**src/rtl/calc2_pkg.sv**
```systemverilog
// Shared types, constants and small helpers for the calc2 port driver.
package calc2_pkg;

  typedef logic [3:0] cmd_t;
  typedef logic [1:0] resp_t;
  typedef logic [1:0] tag_t;

  localparam cmd_t CMD_NOP = 4'd0;
  localparam cmd_t CMD_ADD = 4'd1;
  localparam cmd_t CMD_SUB = 4'd2;
  localparam cmd_t CMD_SHL = 4'd5;
  localparam cmd_t CMD_SHR = 4'd6;

  localparam resp_t RESP_NONE = 2'd0;
  localparam resp_t RESP_OK   = 2'd1;
  localparam resp_t RESP_OVF  = 2'd2;
  localparam resp_t RESP_INV  = 2'd3;

  localparam int NUM_TAGS = 4;
  localparam int AGE_W    = 10;

  typedef enum logic [1:0] {
    IDLE = 2'd0,
    OP1  = 2'd1,
    OP2  = 2'd2
  } iss_state_t;

  // One buffered host operation: 4 + 32 + 32 = 68 bits.
  typedef struct packed {
    cmd_t        cmd;
    logic [31:0] data1;
    logic [31:0] data2;
  } req_t;

  // Index of the lowest set bit; 0 when the vector is empty (callers gate on that).
  function automatic tag_t lowest_tag(input logic [3:0] vec);
    tag_t t;
    if (vec[0]) begin
      t = 2'd0;
    end else if (vec[1]) begin
      t = 2'd1;
    end else if (vec[2]) begin
      t = 2'd2;
    end else if (vec[3]) begin
      t = 2'd3;
    end else begin
      t = 2'd0;
    end
    return t;
  endfunction

  // Number of set bits in a 4-bit vector.
  function automatic logic [2:0] popcount4(input logic [3:0] vec);
    return {2'b00, vec[0]} + {2'b00, vec[1]} + {2'b00, vec[2]} + {2'b00, vec[3]};
  endfunction

endpackage

```
**src/rtl/calc2_req_fifo.sv**
```systemverilog
// Synchronous show-ahead FIFO holding host operations {cmd, data1, data2}.
module calc2_req_fifo
  import calc2_pkg::*;
#(
  parameter int DEPTH = 4
) (
  input  logic c_clk,
  input  logic reset,
  input  logic push,
  input  logic pop,
  input  req_t wr_data,
  output req_t rd_data,
  output logic full,
  output logic empty
);

  localparam int PTR_W = $clog2(DEPTH);
  localparam int CNT_W = PTR_W + 1;

  req_t             mem_r [DEPTH];
  logic [PTR_W-1:0] wr_ptr_r;
  logic [PTR_W-1:0] rd_ptr_r;
  logic [CNT_W-1:0] count_r;
  logic             push_ok_s;
  logic             pop_ok_s;

  assign full      = (count_r == CNT_W'(DEPTH));
  assign empty     = (count_r == CNT_W'(0));
  assign push_ok_s = push & ~full;
  assign pop_ok_s  = pop & ~empty;
  assign rd_data   = mem_r[rd_ptr_r];

  // Storage array: written at the write pointer on an accepted push.
  always_ff @(posedge c_clk or negedge reset) begin
    if (!reset) begin
      for (int i = 0; i < DEPTH; i++) begin
        mem_r[i] <= '0;
      end
    end else if (push_ok_s) begin
      mem_r[wr_ptr_r] <= wr_data;
    end
  end

  // Pointers wrap naturally because DEPTH is a power of two; count tracks occupancy.
  always_ff @(posedge c_clk or negedge reset) begin
    if (!reset) begin
      wr_ptr_r <= PTR_W'(0);
      rd_ptr_r <= PTR_W'(0);
      count_r  <= CNT_W'(0);
    end else begin
      if (push_ok_s) begin
        wr_ptr_r <= wr_ptr_r + PTR_W'(1);
      end
      if (pop_ok_s) begin
        rd_ptr_r <= rd_ptr_r + PTR_W'(1);
      end
      case ({push_ok_s, pop_ok_s})
        2'b10:   count_r <= count_r + CNT_W'(1);
        2'b01:   count_r <= count_r - CNT_W'(1);
        default: count_r <= count_r;
      endcase
    end
  end

endmodule

```
**src/rtl/calc2_port_driver.sv**
```systemverilog
// Per-port calc2 request issuer and response tracker with tag allocation and timeouts.
module calc2_port_driver
  import calc2_pkg::*;
#(
  parameter int FIFO_DEPTH = 4,
  parameter int TIMEOUT    = 255
) (
  input  logic        c_clk,
  input  logic        reset,
  input  logic        host_req_valid,
  output logic        host_req_ready,
  input  logic [3:0]  host_req_cmd,
  input  logic [31:0] host_req_data1,
  input  logic [31:0] host_req_data2,
  output logic [3:0]  req_cmd_out,
  output logic [31:0] req_data_out,
  output logic [1:0]  req_tag_out,
  output logic        iss_valid,
  output logic [1:0]  iss_tag,
  input  logic [1:0]  out_resp,
  input  logic [31:0] out_data,
  input  logic [1:0]  out_tag,
  output logic        host_rsp_valid,
  output logic [1:0]  host_rsp_tag,
  output logic [1:0]  host_rsp_resp,
  output logic [31:0] host_rsp_data,
  output logic        host_rsp_timeout,
  output logic [2:0]  outstanding,
  output logic        err_spurious
);

  iss_state_t       state_r;
  iss_state_t       state_nxt_s;

  req_t             fifo_wr_s;
  req_t             fifo_head_s;
  logic             fifo_full_s;
  logic             fifo_empty_s;
  logic             fifo_push_s;

  logic [3:0]       in_use_r;
  logic [3:0]       in_use_nxt_s;
  logic [3:0]       release_s;
  logic [3:0]       alloc_s;
  logic [3:0]       free_s;
  logic [3:0]       pending_s;
  logic [AGE_W-1:0] age_r [NUM_TAGS];
  logic [31:0]      data2_r;

  tag_t             alloc_tag_s;
  tag_t             to_tag_s;
  logic             launch_s;
  logic             can_launch_s;
  logic             rsp_any_s;
  logic             rsp_hit_s;
  logic             spurious_s;
  logic             to_fire_s;

  logic [3:0]       req_cmd_nxt_s;
  logic [31:0]      req_data_nxt_s;
  tag_t             req_tag_nxt_s;
  logic             iss_valid_nxt_s;

  assign fifo_wr_s      = '{cmd: host_req_cmd, data1: host_req_data1, data2: host_req_data2};
  assign fifo_push_s    = host_req_valid & ~fifo_full_s;
  assign host_req_ready = ~fifo_full_s;

  calc2_req_fifo #(
    .DEPTH (FIFO_DEPTH)
  ) u_fifo (
    .c_clk   (c_clk),
    .reset   (reset),
    .push    (fifo_push_s),
    .pop     (launch_s),
    .wr_data (fifo_wr_s),
    .rd_data (fifo_head_s),
    .full    (fifo_full_s),
    .empty   (fifo_empty_s)
  );

  // Tag bookkeeping: pending timeouts, which tag is released this cycle, and the next free tag.
  always_comb begin
    pending_s  = 4'b0000;
    release_s  = 4'b0000;
    for (int i = 0; i < NUM_TAGS; i++) begin
      pending_s[i] = in_use_r[i] && (age_r[i] == AGE_W'(TIMEOUT));
    end
    rsp_any_s  = (out_resp != RESP_NONE);
    rsp_hit_s  = rsp_any_s && in_use_r[out_tag];
    spurious_s = rsp_any_s && !in_use_r[out_tag];
    // calc2 responses always win over a pending timeout.
    to_fire_s  = !rsp_any_s && (pending_s != 4'b0000);
    to_tag_s   = lowest_tag(pending_s);
    if (rsp_hit_s) begin
      release_s[out_tag] = 1'b1;
    end else if (to_fire_s) begin
      release_s[to_tag_s] = 1'b1;
    end else begin
      release_s = 4'b0000;
    end
    // Released tags are immediately visible to the allocator.
    free_s       = ~(in_use_r & ~release_s);
    alloc_tag_s  = lowest_tag(free_s);
    can_launch_s = !fifo_empty_s && (free_s != 4'b0000);
  end

  // Issue FSM next-state and next values of the registered request outputs.
  always_comb begin
    state_nxt_s     = state_r;
    launch_s        = 1'b0;
    req_cmd_nxt_s   = CMD_NOP;
    req_data_nxt_s  = 32'd0;
    req_tag_nxt_s   = 2'd0;
    iss_valid_nxt_s = 1'b0;
    case (state_r)
      IDLE: begin
        if (can_launch_s) begin
          state_nxt_s = OP1;
          launch_s    = 1'b1;
        end else begin
          state_nxt_s = IDLE;
        end
      end
      OP1: begin
        state_nxt_s    = OP2;
        req_data_nxt_s = data2_r;
      end
      OP2: begin
        if (can_launch_s) begin
          state_nxt_s = OP1;
          launch_s    = 1'b1;
        end else begin
          state_nxt_s = IDLE;
        end
      end
      default: begin
        state_nxt_s = IDLE;
      end
    endcase
    if (launch_s) begin
      req_cmd_nxt_s   = fifo_head_s.cmd;
      req_data_nxt_s  = fifo_head_s.data1;
      req_tag_nxt_s   = alloc_tag_s;
      iss_valid_nxt_s = 1'b1;
    end else begin
      iss_valid_nxt_s = 1'b0;
    end
    alloc_s      = launch_s ? (4'b0001 << alloc_tag_s) : 4'b0000;
    in_use_nxt_s = (in_use_r & ~release_s) | alloc_s;
  end

  // FSM state register and registered request-side outputs.
  always_ff @(posedge c_clk or negedge reset) begin
    if (!reset) begin
      state_r      <= IDLE;
      req_cmd_out  <= CMD_NOP;
      req_data_out <= 32'd0;
      req_tag_out  <= 2'd0;
      iss_valid    <= 1'b0;
      iss_tag      <= 2'd0;
      data2_r      <= 32'd0;
    end else begin
      state_r      <= state_nxt_s;
      req_cmd_out  <= req_cmd_nxt_s;
      req_data_out <= req_data_nxt_s;
      req_tag_out  <= req_tag_nxt_s;
      iss_valid    <= iss_valid_nxt_s;
      iss_tag      <= req_tag_nxt_s;
      if (launch_s) begin
        data2_r <= fifo_head_s.data2;
      end
    end
  end

  // Tag in-use vector, per-tag saturating age counters and the outstanding count.
  always_ff @(posedge c_clk or negedge reset) begin
    if (!reset) begin
      in_use_r    <= 4'b0000;
      outstanding <= 3'd0;
      for (int i = 0; i < NUM_TAGS; i++) begin
        age_r[i] <= AGE_W'(0);
      end
    end else begin
      in_use_r    <= in_use_nxt_s;
      outstanding <= popcount4(in_use_nxt_s);
      for (int i = 0; i < NUM_TAGS; i++) begin
        if (alloc_s[i] || release_s[i]) begin
          age_r[i] <= AGE_W'(0);
        end else if (in_use_r[i] && (age_r[i] != AGE_W'(TIMEOUT))) begin
          age_r[i] <= age_r[i] + AGE_W'(1);
        end
      end
    end
  end

  // Host response: calc2 result for a live tag, else the lowest pending timeout.
  always_ff @(posedge c_clk or negedge reset) begin
    if (!reset) begin
      host_rsp_valid   <= 1'b0;
      host_rsp_tag     <= 2'd0;
      host_rsp_resp    <= RESP_NONE;
      host_rsp_data    <= 32'd0;
      host_rsp_timeout <= 1'b0;
    end else if (rsp_hit_s) begin
      host_rsp_valid   <= 1'b1;
      host_rsp_tag     <= out_tag;
      host_rsp_resp    <= out_resp;
      host_rsp_data    <= out_data;
      host_rsp_timeout <= 1'b0;
    end else if (to_fire_s) begin
      host_rsp_valid   <= 1'b1;
      host_rsp_tag     <= to_tag_s;
      host_rsp_resp    <= RESP_NONE;
      host_rsp_data    <= 32'd0;
      host_rsp_timeout <= 1'b1;
    end else begin
      host_rsp_valid   <= 1'b0;
      host_rsp_tag     <= 2'd0;
      host_rsp_resp    <= RESP_NONE;
      host_rsp_data    <= 32'd0;
      host_rsp_timeout <= 1'b0;
    end
  end

  // Sticky flag for any calc2 response carrying a tag that is not outstanding.
  always_ff @(posedge c_clk or negedge reset) begin
    if (!reset) begin
      err_spurious <= 1'b0;
    end else if (spurious_s) begin
      err_spurious <= 1'b1;
    end
  end

endmodule

```
**config.mk**
```make
export PLATFORM = sky130hd
export DESIGN_NAME = calc2_port_driver
export DESIGN_NICKNAME = d
export VERILOG_FILES = /design/src/rtl/calc2_pkg.sv /design/src/rtl/calc2_req_fifo.sv /design/src/rtl/calc2_port_driver.sv
export SDC_FILE = /design/constraint.sdc
export NUM_CORES = 1
export LEC_CHECK = 0
export ABC_AREA = 0
export BUFFER_PORTS_ARGS = -buffer_cell sky130_fd_sc_hd__clkbuf_2
export CORE_UTILIZATION = 36
export DETAILED_ROUTE_END_ITERATION = 16
export PLACE_DENSITY = 0.54
export SYNTH_ARGS = -nofsm -noshare
export SYNTH_HDL_FRONTEND = slang
export SYNTH_SLANG_ARGS = --single-unit
```
**constraint.sdc**
```tcl
create_clock -name c_clk -period 3.1 [get_ports c_clk]
set_input_delay 0.31 -clock c_clk [delete_from_list [all_inputs] [get_ports c_clk]]
set_output_delay 0.31 -clock c_clk [all_outputs]
set_load 0.02 [all_outputs]
```
Word level (Yosys, flattened, before mapping)
Index checks and enable logic that the tools add are counted.

Logic and storage cells: 157. Register bits after elaboration: 438.

Shift-type cells: 1. Order comparisons: 7. Equal/unequal tests: 13. Reductions and logical operators: 33. Mux-type cells: 48. Bitwise gates (word level): 11. Add/subtract/negate cells: 11.

Operator list (number): 272-bit bitwise mux (1); 68-bit 2-to-1 mux (3); 68-bit binary-select mux with 2-bit select (1); 68-bit demux with 2-bit select (1); 32-bit 2-to-1 mux (3); 10-bit 2-to-1 mux (8); 10-bit by 1-bit adder with 10-bit output, second input constant (4); 10-bit by 8-bit equality test with 1-bit output, second input constant (4); 10-bit by 8-bit inequality test with 1-bit output, second input constant (4); 2-bit 2-to-1 mux (12); 4-bit 2-to-1 mux (4); 1-bit logical AND (15); 2-bit nonzero test (6); 1-bit 2-to-1 mux (10); 4-bit NOT (2); 4-bit nonzero test (2); 3-bit >= comparator, second input constant (2); 2-bit by 3-bit less-than comparator with 1-bit output, second input constant (2); 2-bit NOT with 3-bit output (2); 3-bit case mux with 2 select lines (1); 2-bit by 1-bit adder with 2-bit output, second input constant (2); 4-bit bitwise AND (1); 1-bit demux with 2-bit select (2); 2-bit by 1-bit equality test with 1-bit output, second input constant (2); other kinds (20) (30).

Logic depth before layout (Yosys ltp)
Word-level depth: 25. Mapped depth: 14. Gate-level depth less buffers: 11.

Hierarchy
From an unflattened synthesis, not the netlist that was laid out.

Cells, all modules: 1219. Area total of the unflattened synthesis: 18539.0 um2.

By module, submodules not included: calc2_req_fifo (instances 1, area an instance 12087.8 um2, sequential area each 6981.7 um2, cells each 696); calc2_port_driver (instances 1, area an instance 6451.2 um2, sequential area each 3978.8 um2, cells each 523).

Least setup slack after synthesis
OpenSTA, ideal clock, no wires.

Path type: reg2reg. Start: register age_r[30] (netlist name). End: register outstanding[1]. Path slack: 0.147 ns. Arrival: 2.828 ns. Cell stages (with the launch flop): 11. Required time: 2.974 ns. Cell sequence: dfrtp_1 -> ha_1 -> nand4_1 -> o31ai_4 -> o211ai_2 -> clkbuf_1 -> or2_2 -> o22ai_1 -> fa_1 -> ha_1 -> ha_1.

Elaborated cells on any way between the ends: 29. Classes of those cells: add/sub: 3; order compare: 2; eq/ne: 1; shift: 1; mux: 12; bitwise: 4; reduce/logical: 6.

RTL lines: start: declaration (RTL line calc2_port_driver.sv:47) `logic [AGE_W-1:0] age_r [NUM_TAGS];`; start signal: indexed assignment (RTL line calc2_port_driver.sv:190) `age_r[i] <= age_r[i] + AGE_W'(1);`; 10-bit by 8-bit equality test with 1-bit output * (RTL line calc2_port_driver.sv:86) `pending_s[i] = in_use_r[i] && (age_r[i] == AGE_W'(TIMEOUT));`; 1-bit logical AND * (RTL line calc2_port_driver.sv:86); 2-bit 2-to-1 mux (RTL line calc2_pkg.sv:38) `if (vec[0]) begin`; 2-bit by 3-bit less-than comparator with 1-bit output (not written as such) or 2-bit by 1-bit >= comparator with 1-bit output (tied branches) (RTL line calc2_port_driver.sv:97) `release_s[to_tag_s] = 1'b1;`; 1-bit logical AND (not written as such) (RTL line calc2_port_driver.sv:97); 1-bit 2-to-1 mux (not written as such) (RTL line calc2_port_driver.sv:97); 1-bit demux with 2-bit select (RTL line calc2_port_driver.sv:97); 4-bit 2-to-1 mux * (RTL line calc2_port_driver.sv:96) `end else if (to_fire_s) begin`; [... 5 more ...]; 2-bit 2-to-1 mux (RTL line calc2_pkg.sv:42) `end else if (vec[2]) begin`; 2-bit 2-to-1 mux (RTL line calc2_pkg.sv:40) `end else if (vec[1]) begin`; 2-bit 2-to-1 mux (RTL line calc2_pkg.sv:38); 1-bit by 2-bit << shifter with 4-bit output (RTL line calc2_port_driver.sv:148) `alloc_s = launch_s ? (4'b0001 << alloc_tag_s) : 4'b0000;`; 4-bit 2-to-1 mux (RTL line calc2_port_driver.sv:148); 4-bit bitwise OR * (RTL line calc2_port_driver.sv:149) `in_use_nxt_s = (in_use_r & ~release_s) | alloc_s;`; net in_use_nxt_s[3] (RTL line calc2_port_driver.sv:42) `logic [3:0] in_use_nxt_s;`; 3-bit by 1-bit adder with 3-bit output * (RTL line calc2_pkg.sv:54) `return {2'b00, vec[0]} + {2'b00, vec[1]} + {2'b00, vec[2]} + {2'b00, vec[3]};`; end signal: assignment (RTL line calc2_port_driver.sv:185) `outstanding <= popcount4(in_use_nxt_s);`; end: declaration (RTL line calc2_port_driver.sv:28) `output logic [2:0] outstanding,`.

Mark *: on every way through the listed nets, which the timed path passes. The rest lies on a longest branch. A chain may end at the register's enable or synchronous reset.

Worst setup path after layout
Ends and elaborated chain as after synthesis.

==> impl_results.md <==
- Wire length per cell: 18.6 um
- Detailed-route wire length: just over 40 mm
- Core Area: a little over 0.05 mm^2
- Htree depth: 2
- Synth area leaders: dfrtp_1 59%, mux2_2 16%, mux4_2 8.4%
- Yosys warnings: 0
- Row cnt: ~80
- Startpoint Class: register
- Max frequency: approximately 340 MHz
- Die ar.: about 0.053 mm^2
- Synth top area share: between 50% and 60%
- Actual slew at the worst max-slew pin: between 800 and 900 ps
- Clock slew at reported path FFs: approximately 60 ps
- GR Util All Layers: 16.3%
- Worst Path Max Fanout: 4
- Synth Flop Type: dfrtp_1
- Port Buffers: 190
- Max-cap viol count: 0
- Post-synth EDFFs: 0
- I/O pins: about 190
- Type of destination of the critical path: register
- Vias in the first global route: approximately 12,000
- Num CTS Buffers: 49
- Sw frac: between 30% and 40%
- Initial core utilization: between 30% and 40%
- Clock network fraction of design power: around a quarter
- CP Cell Sequence: ha_1, nand4_1, o31ai_4, o211ai_2, or2_2, o22ai_1, fa_1, ha_1, ha_1
- Crit path time final: between 2000 and 3000 ps
- Via count: ~11,000
- Area delta synth->final: 24.9%
- Max-slew violation count: 0
- HPWL after DPL: between 20 and 30 mm
- Post-Synthesis Cells: ~1,200
- Die H: approximately 230 um
- Most frequent cell after synthesis: dfrtp_1
- Share of flip-flops with an asynchronous set or reset: 100%
- CP Data Required Time: roughly 3600 ps
- Pwr Density: 1070 mW/mm^2
- CP arrival: between 3000 and 4000 ps
- Synth cell types: 56
- Net count of the mapped netlist: 1,327
- Sequential area share after synthesis: about 59%
- DR vias/cell: roughly 5
- Yosys reg bits: approximately 440
- Mapped Area: 0.0186 mm^2
- ANT nets after route: 0
- Clock sink count: around 440
- Gr ovfl total: 0
- RSZ-0062 raised after global routing: false
- Fin Clk Skew: between 20 and 25 ps
- Pint: approximately 17 mW
- Run status: completed
- Clk buf depth: 3
- Postcts setup bufs: 0
- Slew HR: between 40% and 50%
- Largest area contributor in the netlist: dfrtp_1
- CTS tree: yes
- Gate power share: 36.7%
- DRT iter0 DRCs: 442
- Final setup viols: 0
- Flop pwr share: between 30% and 40%
- Nets: around 1,600
- Max VDD drop: 490 uV
- Static Leak: ~11 nW
- Core Util, Final: between 40% and 50%
- Pin count of the biggest net entering global routing: slightly below 90
- Fraction of layout cells with a size suffix above 1: a little under half
- P_sw: ~7.6 mW
- Worst hold path class: primary input to register
- Chip width: ~230 um
- Avg Synthesized Cell Area: 15.4 um^2
- Clock Latency Late Sink: 590 ps
- Setup TNS: 0 ps
- Post-route DRC: 0
- Worst Setup Path Type: register to register
- Slowest-stage cell, CP: fa_1
- Tcrit/Tclk final: between 90% and 100%
- Initial antenna violation count: 4
- RD Place Congestion: between 0.7 and 0.8
- Commonest cells in the netlist: 438 x dfrtp_1, 272 x mux2_2, 69 x mux4_2, 50 x nor2_1, 38 x and3_1
- Final Hold Fails: 0
- Max stage delay on crit path: roughly 460 ps
- Drt pass-1 iters: 4
- First-pass GRT wire length: roughly 68 mm
- Root buf cell: clkbuf_16
- Most common cell on crit path: ha_1
-- cell type report --
cell class / instances / area (um^2)
clock buffer: 77 / 1500
clock inverter: 13 / 169
multi-input combinational: 687 / 7330
fill: 4527 / 27400
tap: 672 / 841
sequential: 438 / 11000
inverter: 12 / 45.0
timing repair buffer: 324 / 2370
antenna: 2 / 5.00
-- power by group through the flow --
stage	combinational, mW	sequential, mW	clock [mW]
2_1_floorplan	6.76	9.74	0
3_3_place_gp	9.00	9.83	0
3_5_place_dp	9.18	9.94	0
4_1_cts	9.30	9.85	6.12
5_1_grt	9.88	10.2	6.33
6_report	9.10	9.83	5.90
-- critical path, delay by kind of cell (launching register included) --
family	cells	cell delay, ps
fa+ha+maj	4	1140
compound gates	3	730
flops	1	400
simple gates	2	540
-- sequential cells by signal, indices dropped and copies added, names as in the netlist, 3 cells and up --
register and flops:
age_r 40, data2_r 32, host_rsp_data 32, in_use_r 4, outstanding 3, req_cmd_out 4
req_data_out 32, u_fifo.count_r 3, u_fifo.mem_r 272
-- routing by layer --
metal	wire length [um]	global-route usage, %
met1	18800	21.5
met2	20100	27.1
met3	1650	3.05
met4	864	5.08
met5	23	0
-- cells by family (layout without fill, tap and decap cells) --
kind of cell | after synthesis | after routing | synth area share [%]
compound gates | 74 | 74 | 3.42
xor+xnor | 38 | 38 | 1.79
fa+ha+maj | 13 | 13 | 0.955
buf+inv | 82 | 426 | 1.94
flops | 438 | 438 | 58.9
mux | 379 | 379 | 27.7
other cells | 0 | 2 | 0
simple gates | 183 | 183 | 5.22
-- metrics by stage --
step | setup WS [ps] | hold slack [ps] | std cells | power (mW) | instance area (um^2)
after CTS | 122 | 5.64 | 2223 | 25.3 | 23200
after floorplan | 147 | 14.4 | 1207 | 16.5 | 18600
after global routing | 0.664 | 20.6 | 2225 | 26.4 | 23200
final | 166 | 35.8 | 2225 | 24.8 | 23200
after global placement | 223 | 393 | 2032 | 18.8 | 20500
after detailed placement | 152 | 397 | 2032 | 19.1 | 20500
-- final timing paths --
check                                        start                 to  slack [ps]  cells after the start
worst max-delay path                     age_r[30]     outstanding[1]         170                      9
worst min-delay path            host_req_data1[26]  u_fifo.mem_r[194]          40                      2
worst max register to register           age_r[30]     outstanding[1]         170                      9
worst min register to register        err_spurious       err_spurious         480                      1
max in group asynchronous                    reset   u_fifo.mem_r[44]        1840                      3
min in group asynchronous                    reset          age_r[28]         360                      2
-- layout by cell type, fill, tap and decap left out, types with 11 or more instances in the layout --
cell type / count
clkbuf_1: 11
clkbuf_16: 49
clkbuf_2: 189
mux2_4: 32
clkbuf_8: 17
nand2_1: 21
xnor2_1: 14
dlygate4sd3_1: 101
nand3_1: 21
dfrtp_1: 436
ha_1: 11
nor2_1: 50
buf_12: 12
buf_4: 21
mux2_2: 272
a22o_1: 32
nand4_1: 14
mux4_2: 69
inv_1: 12
and3_1: 38
xor2_1: 24
-- timing repair --
| item | 4_1_cts | 5_1_grt |
|---|---|---|
| hold endpoints to repair | 363 | 0 |
| hold buffers | 101 | 0 |
| endpoints found under the setup margin | 0 | 2 |
| resized for setup | 0 | 2 |
(Power assumes the default switching activity.)
